File: src/rtl/smart_toilet_dispense_ctrl.sv
// Reagent dispense sequencer: meters soln3, soln2, then soln1 pumps, waits a settle
// interval, opens the drain valve, then reports completion with a status code.
module smart_toilet_dispense_ctrl #(
  parameter int CNT_W        = 16,
  parameter int DRAIN_CYCLES = 64
) (
  input  logic             clk,
  input  logic             rst,
  input  logic             cmd_valid,
  output logic             cmd_ready,
  input  logic [CNT_W-1:0] cmd_vol1,
  input  logic [CNT_W-1:0] cmd_vol2,
  input  logic [CNT_W-1:0] cmd_vol3,
  input  logic [CNT_W-1:0] cmd_settle,
  input  logic             abort,
  output logic [2:0]       pump_en,
  output logic             valve_out,
  output logic             busy,
  output logic             done,
  output logic [1:0]       status
);

  typedef enum logic [2:0] {IDLE, DISP3, DISP2, DISP1, SETTLE, DRAIN, DONE} state_e;

  localparam logic [1:0]       ST_OK      = 2'b00;
  localparam logic [1:0]       ST_ABORT   = 2'b01;
  localparam logic [1:0]       ST_EMPTY   = 2'b10;
  localparam logic [CNT_W-1:0] ONE        = CNT_W'(1);
  localparam logic [CNT_W-1:0] DRAIN_LOAD = CNT_W'(DRAIN_CYCLES);

  state_e           state_q, state_d, nxt;
  logic [CNT_W-1:0] cnt_q, cnt_d;
  logic [CNT_W-1:0] vol1_q, vol1_d, vol2_q, vol2_d, settle_q, settle_d;
  logic [2:0]       pump_q, pump_d;
  logic             valve_q, valve_d, done_q, done_d, enter;
  logic [1:0]       status_q, status_d;

  // Next phase after cur, skipping every phase whose length is zero.
  function automatic state_e next_phase(input state_e cur, input logic [CNT_W-1:0] v3,
                                        input logic [CNT_W-1:0] v2, input logic [CNT_W-1:0] v1,
                                        input logic [CNT_W-1:0] s);
    state_e r;
    r = DRAIN;
    if (cur != SETTLE && s != '0) r = SETTLE;
    if ((cur == IDLE || cur == DISP3 || cur == DISP2) && v1 != '0) r = DISP1;
    if ((cur == IDLE || cur == DISP3) && v2 != '0) r = DISP2;
    if (cur == IDLE && v3 != '0) r = DISP3;
    return r;
  endfunction

  function automatic logic [CNT_W-1:0] phase_len(input state_e st, input logic [CNT_W-1:0] v3,
                                                 input logic [CNT_W-1:0] v2, input logic [CNT_W-1:0] v1,
                                                 input logic [CNT_W-1:0] s);
    logic [CNT_W-1:0] r;
    case (st)
      DISP3:   r = v3;
      DISP2:   r = v2;
      DISP1:   r = v1;
      SETTLE:  r = s;
      default: r = DRAIN_LOAD;
    endcase
    return r;
  endfunction

  always_comb begin
    state_d  = state_q;
    cnt_d    = cnt_q;
    vol1_d   = vol1_q;
    vol2_d   = vol2_q;
    settle_d = settle_q;
    pump_d   = pump_q;
    valve_d  = valve_q;
    done_d   = 1'b0;
    status_d = ST_OK;
    enter    = 1'b0;
    nxt      = IDLE;
    case (state_q)
      IDLE: begin
        if (cmd_valid) begin
          vol1_d   = cmd_vol1;
          vol2_d   = cmd_vol2;
          settle_d = cmd_settle;
          if (cmd_vol1 == '0 && cmd_vol2 == '0 && cmd_vol3 == '0) begin
            state_d  = DONE;
            done_d   = 1'b1;
            status_d = ST_EMPTY;
          end else begin
            enter = 1'b1;
            nxt   = next_phase(IDLE, cmd_vol3, cmd_vol2, cmd_vol1, cmd_settle);
          end
        end
      end
      DISP3, DISP2, DISP1, SETTLE, DRAIN: begin
        if (abort) begin
          state_d  = DONE;
          done_d   = 1'b1;
          status_d = ST_ABORT;
          pump_d   = 3'b000;
          valve_d  = 1'b0;
        end else if (cnt_q == ONE) begin
          if (state_q == DRAIN) begin
            state_d = DONE;
            done_d  = 1'b1;
            valve_d = 1'b0;
          end else begin
            enter = 1'b1;
            nxt   = next_phase(state_q, '0, vol2_q, vol1_q, settle_q);
          end
        end else begin
          cnt_d = cnt_q - ONE;
        end
      end
      default: state_d = IDLE;
    endcase
    // Phase entry: load the phase length and set the matching registered outputs.
    if (enter) begin
      state_d = nxt;
      cnt_d   = phase_len(nxt, cmd_vol3, vol2_d, vol1_d, settle_d);
      valve_d = (nxt == DRAIN);
      case (nxt)
        DISP3:   pump_d = 3'b100;
        DISP2:   pump_d = 3'b010;
        DISP1:   pump_d = 3'b001;
        default: pump_d = 3'b000;
      endcase
    end
  end

  always_ff @(posedge clk) begin
    vol1_q   <= vol1_d;
    vol2_q   <= vol2_d;
    settle_q <= settle_d;
    if (rst) begin
      state_q  <= IDLE;
      cnt_q    <= '0;
      pump_q   <= 3'b000;
      valve_q  <= 1'b0;
      done_q   <= 1'b0;
      status_q <= ST_OK;
    end else begin
      state_q  <= state_d;
      cnt_q    <= cnt_d;
      pump_q   <= pump_d;
      valve_q  <= valve_d;
      done_q   <= done_d;
      status_q <= status_d;
    end
  end

  assign cmd_ready = (state_q == IDLE);
  assign busy      = (state_q != IDLE);
  assign pump_en   = pump_q;
  assign valve_out = valve_q;
  assign done      = done_q;
  assign status    = status_q;

endmodule

File: config.mk
export PLATFORM = sky130hd
export DESIGN_NAME = smart_toilet_dispense_ctrl
export DESIGN_NICKNAME = d
export VERILOG_FILES = /design/src/rtl/smart_toilet_dispense_ctrl.sv
export SDC_FILE = /design/constraint.sdc
export NUM_CORES = 1
export LEC_CHECK = 0
export ABC_AREA = 0
export CAP_MARGIN = 40
export CORE_AREA = 2 2 86 88
export DETAILED_ROUTE_END_ITERATION = 12
export DIE_AREA = 0 0 88 90
export PLACE_DENSITY = 0.83
export SLEW_MARGIN = 30
export SYNTH_ARGS = -nofsm -noshare
export SYNTH_HDL_FRONTEND = slang
export SYNTH_SLANG_ARGS = --single-unit
File: constraint.sdc
create_clock -name clk -period 7.3 [get_ports clk]
set_clock_uncertainty 0.2 [all_clocks]
set_input_delay 0.73 -clock clk [delete_from_list [all_inputs] [get_ports clk]]
set_output_delay 0.73 -clock clk [all_outputs]
set_load 0.02 [all_outputs]
==> impl_metrics.toml, run 1 <==
[yosys]
yosysWarningCount = 0
synthTopCellsByArea = "dfxtp_1, nand2_1, nor4_1"
synth_top_area_share_pct = 39.6
synth_area_leader_cell = "dfxtp_1"
synth_xor_area_share_pct = 2.81
synth_compound_area_share_pct = 18.4
synth.distinct_cells = 51
synth_adder_area_share_pct = 0.668
ys_async_sr_fraction_pct = 0
synthCells = 488
ys.flop_type = "dfxtp_1"
synth_area_sq_um = 3740
synth_seq_cells = 74
synth_top_family_by_area = "simple AND/OR/NAND/NOR gates"
avgSynthCellArea_sq_um = 7.67
synth_simple_gate_area_share_pct = 33.6
synth_edf_count = 0
synth_nets = 558
ys_seq_area_share_pct = 39.6
muxShareOfSynthArea_pct = 1.14

[floorplan]
die_area_sq_um = 7920
die_h_um = 90
row_count = 31
die_w_um = 88
initial_core_util_pct = 53.3
io-pin-count = 77
core_sq_um = 7020

[clock_tree]
ctsResizeCount = 0
cts_max_path_buffers = 2
path_clk_slew_ps = 80
numCtsBuffers = 9
clock-sinks = 74
cts_tree = "built"
htree_levels = 3
cts_root_buffer = "clkbuf_8"
cts_hold_repair.buffers = 0
cts_setup_buffers = 0
insertion_delay_ps = 360

[setup_path]
crit_end = "cnt_q[7]"
crit_path_end_kind = "flip-flop"
crit_start = "cmd_vol3[11]"
r2r_cells = 9
crit_fanout = 18
cp-start-kind = "input pin"
cp.required_ps = 7320
crit_arrival_ps = 3410
reg2reg_slack_ps = 4040
rr_endpoint = "cnt_q[7]"
critPathKind = "input pin to flip-flop"
rr_startpoint = "state_q[2]"

[route]
routed_via_density = 5.64
first_iter_violations = 214
vias = 3688
post-route-drc-count = 0
drtPass1Iterations = 5
wl_per_cell_um = 15.7
wl_um = 10300
final_antenna_net_count = 0

[power_and_ir_drop]
p_switching_uw = 880
pwr-share-comb_pct = 48.1
cell_internal_pwr_mw = 1.15
cellPowerDensity_nw_per_um2 = 429
seqPwrFrac_pct = 36.3
peakVddDrop_v = 0.000280
pwr-share-clk_pct = 15.5
p_sw_share_pct = 43.3
p_leak_nw = 1.90

[global_routing]
grt-ovfl-total = 0
grtUsageTotal_pct = 26.7
antenna_found_initial = 0
grt_pass1_vias = 3472
grt_pass1_wl_um = 16500
grt_max_degree = 52

[timing]
finalSetupViolCount = 0
worst_slew_pin_slew_ps = 684
max_freq_ghz = 0.295
finalCriticalPeriod_ps = 3390
rsz0062_at_grt = "no"
slew-limit-headroom_pct = 54.3
slew_violations = 0
hold_viol = 0
min_period_over_period_pct = 46.5
fin_tns_setup_ps = 0

[finish]
syn2layout_area_growth_pct = 26.8
drive_above_1_share_pct = 6.31
final_nets = 620
n_antenna_cell = 0
fillers = 594
multiInputGateArea_sq_um = 2130
regArea_sq_um = 1480
design_area_sq_um = 4750

[placement]
port_buffers = 76
place_congestion = 0.930
dp_hpwl_um = 7730
placed_area_sq_um = 4530

[status]
outcome = "completed"

[flow_run]
maxCapViolCount = 0

[hold_path]
hold_path.class = "flip-flop to flip-flop"
-- sequential cells by signal, summed over array words and instances, names as in the netlist --
register,cells
vol1_q,16
settle_q,16
valve_out,1
pump_en,3
state_q,3
done,1
status,2
cnt_q,16
vol2_q,16
-- power by group through the flow --
stage	clock, mW	sequential (mW)	combinational, mW
6_report	0.316	0.739	0.980
2_1_floorplan	0	0.702	0.742
5_1_grt	0.341	0.762	1.09
4_1_cts	0.319	0.733	0.970
3_3_place_gp	0	0.729	0.935
3_5_place_dp	0	0.740	0.960
-- worst max-delay path, cell delays in order --
cell             delay (ps)
clkdlybuf4s50_1         440
nor4_1                  370
nand4_1                 350
o31ai_1                 470
nand2_2                 310
or2_1                   490
nor2_1                  170
a211oi_1                 70
-- logic make-up (layout without fill, tap and decap cells) --
family	after synthesis	in the layout
AO/OA/AOI/OAI	89	89
XOR/XNOR	12	12
adder cells (fa/ha/maj)	2	2
buffers and inverters	34	101
flip-flops	74	74
multiplexers	4	4
AND/OR/NAND/NOR	273	273
-- final cells by class --
class	count	share of cell area, %
clock buffers	12	3.06
flip-flops and latches	74	31.2
clock inverters	4	1.08
repair buffers	80	16.7
multi-input cells	380	44.9
inverters	5	0.395
well taps	99	2.61
-- layout by cell type (no fill, tap or decap), types with 2 or more instances in the layout --
cell type and instances:
clkbuf_8 10, clkdlybuf4s50_1 76, or4_1 2, o221a_2 2, clkbuf_1 2, nor3_1 3
nand2b_1 16, nand4_1 4, a21oi_1 26, buf_4 3, and4_1 2, nand3_1 2
a211oi_1 15, ha_1 2, xor2_1 5, o21ai_0 4, and3_1 3, mux2_2 2
nor4_1 25, o31ai_1 2, dfxtp_1 74, a31oi_1 3, a221oi_1 15, or3_1 4
inv_1 5, nor2_1 31, nand2_1 167, a21bo_2 4, xnor2_1 7, and2_1 3
a21bo_1 10, mux2i_1 2
-- worst min path at each step --
| stage | endpoint | from | depth (start not counted) | slack, ps |
|---|---|---|---|---|
| finish | pump_en[1] | pump_en[1] | 2 | 260 |
| global route | pump_en[1] | pump_en[1] | 2 | 290 |
| CTS | pump_en[1] | pump_en[1] | 2 | 260 |
| detailed placement | pump_en[1] | pump_en[1] | 2 | 250 |
| global placement | pump_en[1] | pump_en[1] | 2 | 240 |
| floorplan | vol2_q[14] | vol2_q[14] | 2 | 240 |
-- metrics by stage --
stage               util (%)  setup WS (ps)  instances  hold WS (ps)  power, mW
CTS                     67.3           3940        652           262       2.02
global placement        64.4           3510        636           245       1.66
detailed placement      64.6           3570        636           251       1.70
finish                  67.6           3910        654           258       2.03
floorplan                  -           4540        488           239       1.44
global route            67.6           3700        654           289       2.20
-- synth_stat cells, types with 3 or more instances --
| cell | instances |
|---|---|
| dfxtp_1 | 74 |
| and3_1 | 3 |
| buf_2 | 6 |
| nand2_1 | 167 |
| nand4_1 | 4 |
| a21bo_2 | 4 |
| buf_1 | 4 |
| inv_1 | 5 |
| xor2_1 | 5 |
| nor4_1 | 25 |
| o21ai_0 | 4 |
| a211oi_1 | 15 |
| nor3_1 | 3 |
| a221oi_1 | 15 |
| and2_1 | 3 |
| a21bo_1 | 10 |
| a31oi_1 | 3 |
| nor2_1 | 31 |
| xnor2_1 | 7 |
| a21oi_1 | 26 |
| or3_1 | 4 |
| clkbuf_1 | 18 |
| nand2b_1 | 16 |
-- routing by layer --
layer | wire length (um) | vias up | track usage [%]
met5 | 0 | - | 0
met4 | 175 | 0 | 7.82
met3 | 596 | 18 | 6.24
met2 | 4990 | 127 | 44.3
met1 | 4510 | 1718 | 34.1
li1 | - | 1825 | -
Note: power is estimated with default switching activity, not from simulation.
==> run 2: changes to the inputs <==
CORE_AREA = 2 2 94 96   (was 2 2 86 88)
DIE_AREA = 0 0 96 98   (was 0 0 88 90)
PLACE_DENSITY = 0.74   (was 0.83)
clock period = 2.8 ns   (was 7.3 ns; I/O delays follow)
==> impl_metrics.toml, run 2 (synthesized netlist as in run 1, its figures left out) <==
[floorplan]
core_sq_um = 8470
die_area_sq_um = 9410
row_count = 34
die_h_um = 98
initial_core_util_pct = 44.2
io-pin-count = 77
die_w_um = 96

[placement]
place_congestion = 0.943
dpl.cell_count = 671
dp_hpwl_um = 8410
port_buffers = 76

[finish]
final_cells = 694
drive_above_1_share_pct = 14.3
regArea_sq_um = 1480
mostFrequentLayoutCell = "nand2_1"
final_nets = 651
layout_common_cells = "nand2_1, clkdlybuf4s50_1, dfxtp_1"
multiInputGateArea_sq_um = 2220
fillers = 758
n_antenna_cell = 0
syn2layout_area_growth_pct = 35.7

[global_routing]
grt_pass1_vias = 3580
grtUsageTotal_pct = 23.7
grt-ovfl-total = 0
grt_max_degree = 38
grt_pass1_wl_um = 17200
antenna_found_initial = 0

[flow_run]
maxCapViolCount = 0

[route]
wl_per_cell_um = 15.8
routed_via_density = 5.34
wl_um = 11000
drtPass1Iterations = 4
vias = 3709
post-route-drc-count = 0
final_antenna_net_count = 0
first_iter_violations = 163

[setup_path]
crit_top_cell = "buf_4"
slowest_delay_ps = 580
cp.required_ps = 2830
crit_arrival_ps = 2770
cpMaxStageDelayCell = "or4_4"
crit_fanout = 15
cp-start-kind = "flip-flop"
crit_chain = "or4_4 -> nor4b_4 -> buf_4 -> nand4b_4 -> nand2_2 -> buf_4 -> a21oi_1 -> a221oi_1 -> a211oi_1"
critPathKind = "flip-flop to flip-flop"
crit_path_end_kind = "flip-flop"

[timing]
rsz0062_at_grt = "yes"
worst_slew_pin_slew_ps = 455
slew_violations = 0
min_period_over_period_pct = 97.9
slew-limit-headroom_pct = 69.6
finalCriticalPeriod_ps = 2740
hold_ws_ps = 262
hold_viol = 0
max_freq_ghz = 0.365
finalSetupViolCount = 0

[clock_tree]
cts_root_buffer = "clkbuf_8"
cts_max_path_buffers = 2
path_clk_slew_ps = 80
insertion_delay_ps = 350
cts_tree = "built"
numCtsBuffers = 9
htree_levels = 3
clock-sinks = 74

[status]
outcome = "completed"

[power_and_ir_drop]
p_leak_nw = 2.08
cellPowerDensity_nw_per_um2 = 1110
peakVddDrop_v = 0.000714

[hold_path]
hold_path.class = "flip-flop to flip-flop"
run 2: cell count changes in the layout (fill, tap and decap cells not counted), moves of 2 or more:
cell        delta
buf_4         +25
buf_6          +4
clkbuf_1       -2
clkinv_2       +2
a221oi_1       -8
a221oi_2       +8
clkinvlp_4     +2
run 2: per-layer routing:
metal | GRT usage (%) | vias up | share of wire, %
met2 | 39.4 | 105 | 48
li1 | - | 1887 | -
met3 | 5.40 | 10 | 5.4
met5 | 0 | - | 0
met4 | 6.59 | 0 | 1.5
met1 | 30.6 | 1707 | 45
run 2: critical path, delay by kind of cell, from the launching register on:
kind | cells | cell delay (ps)
AND/OR/NAND/NOR | 4 | 1180
buffers and inverters | 2 | 400
flip-flops | 1 | 320
AO/OA/AOI/OAI | 3 | 510
run 2: path summary, 6_finish.rpt:
path,startpoint,endpoint,slack [ps],cells past startpoint
setup reg to reg,cnt_q[6],cnt_q[1],60,9
hold reg to reg,pump_en[1],pump_en[1],260,2
setup / recovery,cnt_q[6],cnt_q[1],60,9
hold / removal,pump_en[1],pump_en[1],260,2
run 2: repair_timing:
| action | CTS | global route |
|---|---|---|
| setup endpoints to repair | 7 | 15 |
| resized for setup | 3 | 22 |
| hold buffers | 0 | 0 |
| buffers inserted | 2 | 3 |
| pin swaps | 0 | 1 |
| gates cloned | 0 | 2 |
run 2: layout make-up:
class	count	area share, %
inverter	5	0.370
multi-input combinational	380	43.7
clock inverter	7	0.912
clock buffer	9	2.44
tap	108	2.66
timing repair buffer	111	20.7
sequential	74	29.2
run 2: report_power, final:
| part | internal [mW] | switching [mW] | total (mW) |
|---|---|---|---|
| clock | 0.317 | 0.409 | 0.726 |
| combinational | 1.30 | 1.73 | 3.03 |
| sequential | 1.55 | 0.317 | 1.87 |
| total | 3.17 | 2.45 | 5.63 |
run 2: stage by stage:
step / setup TNS (ps) / cell area (sq um) / total power, mW / worst slack (ps) / utilization, %
final: 0 / 5080 / 5.63 / 58.8 / 60.0
after global routing: -255 / 5080 / 6.06 / -51.8 / 60.0
after CTS: 0 / 4940 / 5.45 / 51.6 / 58.3
after detailed placement: -2430 / 4740 / 4.69 / -191 / 56.0
after global placement: -1020 / 4740 / 4.63 / -73.7 / 56.0
after floorplan: 0 / 3740 / 3.76 / 41.0 / -
